### src/rtl/fdt_programmable.sv
// rtl/fdt_programmable.sv - programmable ISO 14443-3A PICC frame-delay-time trigger generator
// Optional FDT_TX_READY_EN adds tx_ready/late and a DEFER state that retries on later 128-tick slots.
module fdt_programmable #(
  parameter int N_WIDTH       = 8,
  parameter int TIMING_ADJUST = 0,
  parameter int N_MIN         = 9
) (
  input  logic               clk,
  input  logic               rst_n,
  input  logic               pause_n_synchronised,
  input  logic               last_rx_bit,
  input  logic [N_WIDTH-1:0] n_value,
  input  logic               enable,
`ifdef FDT_TX_READY_EN
  input  logic               tx_ready,
  output logic               late,
`endif
  output logic               trigger,
  output logic               counting
);

  localparam int CW = N_WIDTH + 8;
  localparam logic [N_WIDTH-1:0] N_MIN_W = N_WIDTH'(N_MIN);

  typedef enum logic [1:0] {
    IDLE     = 2'd0,
    PAUSED   = 2'd1,
    COUNTING = 2'd2,
    DEFER    = 2'd3
  } state_t;

  state_t             state;
  logic               pause_q;
  logic [N_WIDTH-1:0] n_lat;
  logic [CW-1:0]      counter;
  logic [CW-1:0]      target;
  logic               pause_rise;
  logic               pause_fall;
  logic               target_hit;
`ifdef FDT_TX_READY_EN
  logic [6:0]         slot;
`endif

  assign pause_rise = pause_n_synchronised & ~pause_q;
  assign pause_fall = ~pause_n_synchronised & pause_q;

  always_comb begin
    target = {1'b0, n_lat, 7'd0} + (last_rx_bit ? CW'(84) : CW'(20)) - CW'(TIMING_ADJUST);
  end

  // counter holds the number of edges since the one just before the pause rise,
  // so the registered trigger lands exactly on that edge + target
  assign target_hit = (counter == target - CW'(1));

  always_ff @(posedge clk or negedge rst_n) begin
    if (!rst_n) begin
      state    <= IDLE;
      pause_q  <= 1'b0;
      n_lat    <= N_MIN_W;
      counter  <= '0;
      trigger  <= 1'b0;
      counting <= 1'b0;
`ifdef FDT_TX_READY_EN
      late     <= 1'b0;
      slot     <= '0;
`endif
    end else begin
      pause_q <= pause_n_synchronised;
      trigger <= 1'b0;
`ifdef FDT_TX_READY_EN
      late    <= 1'b0;
`endif
      if (!enable) begin
        state    <= IDLE;
        counter  <= '0;
        counting <= 1'b0;
      end else begin
        case (state)
          IDLE: begin
            counter  <= '0;
            counting <= 1'b0;
            if (pause_fall) state <= PAUSED;
          end
          PAUSED: begin
            counter <= '0;
            if (pause_rise) begin
              state    <= COUNTING;
              counter  <= CW'(1);
              counting <= 1'b1;
              n_lat    <= (n_value < N_MIN_W) ? N_MIN_W : n_value;
            end
          end
          COUNTING: begin
            if (pause_fall) begin
              state    <= PAUSED;
              counter  <= '0;
              counting <= 1'b0;
            end else if (target_hit) begin
`ifdef FDT_TX_READY_EN
              if (tx_ready) begin
                trigger  <= 1'b1;
                state    <= IDLE;
                counter  <= '0;
                counting <= 1'b0;
              end else begin
                late    <= 1'b1;
                state   <= DEFER;
                slot    <= '0;
                counter <= counter + CW'(1);
              end
`else
              trigger  <= 1'b1;
              state    <= IDLE;
              counter  <= '0;
              counting <= 1'b0;
`endif
            end else begin
              counter <= counter + CW'(1);
            end
          end
`ifdef FDT_TX_READY_EN
          DEFER: begin
            if (pause_fall) begin
              state    <= PAUSED;
              counter  <= '0;
              counting <= 1'b0;
            end else if (slot == 7'd127 && tx_ready) begin
              trigger  <= 1'b1;
              state    <= IDLE;
              counter  <= '0;
              counting <= 1'b0;
            end else begin
              counter <= counter + CW'(1);
              slot    <= slot + 7'd1;
            end
          end
`endif
          default: begin
            state    <= IDLE;
            counter  <= '0;
            counting <= 1'b0;
          end
        endcase
      end
    end
  end

endmodule

### config.mk
export PLATFORM = sky130hd
export DESIGN_NAME = fdt_programmable
export DESIGN_NICKNAME = d
export VERILOG_FILES = /design/src/rtl/fdt_programmable.sv
export SDC_FILE = /design/constraint.sdc
export NUM_CORES = 1
export LEC_CHECK = 0
export CAP_MARGIN = 30
export CORE_ASPECT_RATIO = 2
export CORE_UTILIZATION = 53
export CTS_BUF_LIST = sky130_fd_sc_hd__clkbuf_8
export DETAILED_ROUTE_END_ITERATION = 10
export PLACE_DENSITY = 0.78
export SYNTH_ARGS = -nofsm -noshare
export SYNTH_HDL_FRONTEND = slang
export SYNTH_SLANG_ARGS = --single-unit
### constraint.sdc
create_clock -name clk -period 1.9 [get_ports clk]
set_input_delay 0.285 -clock clk [delete_from_list [all_inputs] [get_ports clk]]
set_output_delay 0.285 -clock clk [all_outputs]
set_load 0.03 [all_outputs]
==> key figures <==
Worst setup path
  • CP required: 2090 ps
  • Type of element capturing the critical path: flip-flop
  • Reg2reg start: counter[3]$_DFF_PN0_
  • R2R Setup Slk: 140 ps
  • Startpoint Class: flip-flop
  • CP max stage cell: or4_1
  • Critical Path AT: 1950 ps
  • CP delay by family, top: simple AND/OR/NAND/NOR gates
  • Critical Path, Cell by Cell: or4_1 > nor4_2 > nand3_2 > o21ai_2 > mux2i_1
  • Crit-path max cell delay: 520 ps
  • Worst r2r dst: state[0]$_DFFE_PN0P_
  • CP bufs+invs: 0
  • WS Path Type: flip-flop to flip-flop
  • Crit Path Max Fanout: 5
  • FF-to-FF path depth: 5

Final layout
  • Number of fill cells: 205
  • Most frequent cells in the layout: nand2_1 (29), dfrtp_1 (27), nor2_1 (20)
  • Fin util: 66.8%
  • Fin area: 1830 sq um
  • FF+latch area: 728 sq um
  • Area occupied by multi-input gates: 751 sq um
  • Final nets: 205
  • Ant diodes: 0
  • Layout area overhead: 20.8%
  • Layout cells sized above 1: 13.4%
  • Commonest non-fill, non-tap cell in the layout: nand2_1

Routing
  • Via count: 1,201
  • M1 WL: 1080 um
  • Final wirelength: 3210 um
  • Vias per cell: 5.59
  • DRC violations left: 0
  • Remaining antenna violation count: 0
  • Met3 WL: 78 um
  • Routed len/inst: 14.9 um
  • Top Metal Used: met4
  • DR WL met2: 1930 um
  • 1st-iter DRT viols: 39
  • TritonRoute pass-1 iters: 4

Flow run
  • Max_cap viols: 0

Synth
  • Combinational family with the most area after synthesis: simple AND/OR/NAND/NOR gates
  • Register area share after synthesis: 48.1%
  • Compound-gate portion of the synthesized area: 5.71%
  • Post-Synth Adder-Cell Area: 4.96%
  • Cells after Synth: 158
  • #FFs+latches synth: 29
  • Proportion of synthesized area in mux cells: 1.32%
  • Xor and xnor area share after synthesis: 13.3%
  • Post-Syn Area: 1510 sq um
  • Avg Inst Size Synth: 9.57 sq um
  • Mapped Nets: 177
  • Post-synth cell types: 31
  • Simple-Gate Fraction of Synth Area: 24.3%
  • Yosys warnings: 0

Power and ir drop
  • Power, Total: 0.00176 W
  • PD cells: 964 nW/um^2
  • Static Leak: 0.856 nW
  • VDD IR max: 0.625 mV

Clock network
  • Worst-skew pair later-pin latency: 270 ps
  • CTS tree: yes
  • Clock sinks: 29
  • Root Buffer: clkbuf_8
  • Clk slew on worst S/H paths: 60 ps
  • Cts bufs inserted: 5
  • Cts hold-fix bufs: 0
  • Max Root-Sink Buffers: 2
  • H-tree depth: 2

Floorplanning
  • Die ar.: 3080 sq um
  • Placement Rows: 27
  • # IOs: 15
  • Die H: 77.6 um
  • Core area: 2740 sq um
  • Die width: 39.8 um
  • Initial cell density of the core: 55.3%

Outcome
  • Outcome: finished clean

Timing
  • Final min period: 1760 ps
  • Fmax achieved: 567 MHz
  • RSZ-0062 raised after global routing: true
  • WHS: 395 ps
  • Final setup viols: 0
  • Clock skew: 1.72 ps
  • Final hold viol count: 0
  • Worst-Margin Slew: 440 ps
  • Slew Limit Fails: 0
  • Total Neg Setup Slack: 0 ps
  • Worst slew margin: 70.4%
  • Final Cycle Share: 92.8%

Global route
  • Global-route wire length before repair: 5380 um
  • Total gr overflow: 0
  • Vias in the first global route: 1,259
  • Largest net degree at the start of global routing: 30
  • GRT Overall Usage: 25.2%
  • Initial antenna violation count: 0

Placed design
  • Placed Area: 1730 sq um
  • IO buf count: 14
  • Final HPWL DP: 2510 um
  • Gpl congestion: 0.865

Min path
  • HP Class: input port to async pin
## report_power, final
group          switching (W)  internal [W]
Sequential         0.0000932      0.000737
Combinational       0.000242      0.000200
Clock               0.000210      0.000281
Total               0.000545       0.00122
## worst max path at each step
stage	cells after the start	slack [ps]	startpoint	end
after floorplan	5	90	counter[5]$_DFF_PN0_	state[0]$_DFFE_PN0P_
after global placement	5	40	counter[3]$_DFF_PN0_	state[0]$_DFFE_PN0P_
after detailed placement	5	-20	counter[3]$_DFF_PN0_	state[0]$_DFFE_PN0P_
after CTS	5	90	counter[3]$_DFF_PN0_	state[0]$_DFFE_PN0P_
after global routing	5	-10	counter[3]$_DFF_PN0_	state[0]$_DFFE_PN0P_
final	5	140	counter[3]$_DFF_PN0_	state[0]$_DFFE_PN0P_
## layer usage
| metal | up-vias | GRT usage (%) |
|---|---|---|
| li1 | 578 | - |
| met1 | 587 | 24.4 |
| met2 | 25 | 45.2 |
| met3 | 11 | 5.71 |
| met4 | 0 | 12.1 |
| met5 | - | 0 |
## repair_timing
action	4_1_cts	5_1_grt
endpoints found under the hold margin	0	0
resized for setup	0	0
pin swaps	2	0
buffers inserted	1	0
endpoints found under the setup margin	1	3
cloned	0	0
## layout make-up
type	count	area share, %
Multi-Input combinational cell	122	41.1
Sequential cell	29	39.8
Timing Repair Buffer	23	11.4
Clock buffer	6	4.52
Tap cell	29	1.98
Inverter	5	1.03
Clock inverter	1	0.205
## logic make-up (layout without fill, tap and decap cells)
logic type	count (synthesis)	count (layout)
AND/OR/NAND/NOR	77	77
flip-flops	29	29
XOR/XNOR	23	23
AO/OA/AOI/OAI	14	14
buffers and inverters	7	35
adder cells (fa/ha/maj)	6	6
multiplexers	2	2
## cells in the mapped netlist
master / n / area (sq um)
nand2_1: 29 / 109
dfrtp_1: 27 / 676
nor2_1: 20 / 75.1
xor2_1: 16 / 140
o21ai_0: 7 / 35.0
xnor2_1: 7 / 61.3
ha_1: 6 / 75.1
nand3_1: 6 / 30.0
and3_1: 5 / 31.3
inv_1: 5 / 18.8
nand2b_1: 3 / 18.8
nor4_1: 3 / 18.8
a21oi_1: 2 / 10.0
dfstp_2: 2 / 52.6
mux2i_1: 2 / 20.0
nand3_2: 2 / 20.0
nor3_1: 2 / 10.0
a211oi_1: 1 / 7.51
a31o_2: 1 / 8.76
a31oi_1: 1 / 6.26
and3_2: 1 / 7.51
buf_6: 1 / 11.3
clkbuf_1: 1 / 3.75
nand4_1: 1 / 6.26
nor2b_1: 1 / 6.26
nor4_2: 1 / 12.5
o21ai_2: 1 / 8.76
o2bb2a_1: 1 / 10.0
or2_2: 1 / 6.26
or3b_2: 1 / 8.76
or4_1: 1 / 7.51
## metrics by stage
stage	instances	setup WS, ps
3_5_place_dp	207	-18.8
3_3_place_gp	207	37.6
5_1_grt	215	-13.5
6_report	215	136
2_1_floorplan	158	90.9
4_1_cts	215	94.8
## flip-flops by register name (all words and copies together) (netlist names)
register and cells:
n_lat 8, trigger 1, pause_q 1, counter 16, state 2, counting 1
Power figures use the tool's default switching activity.
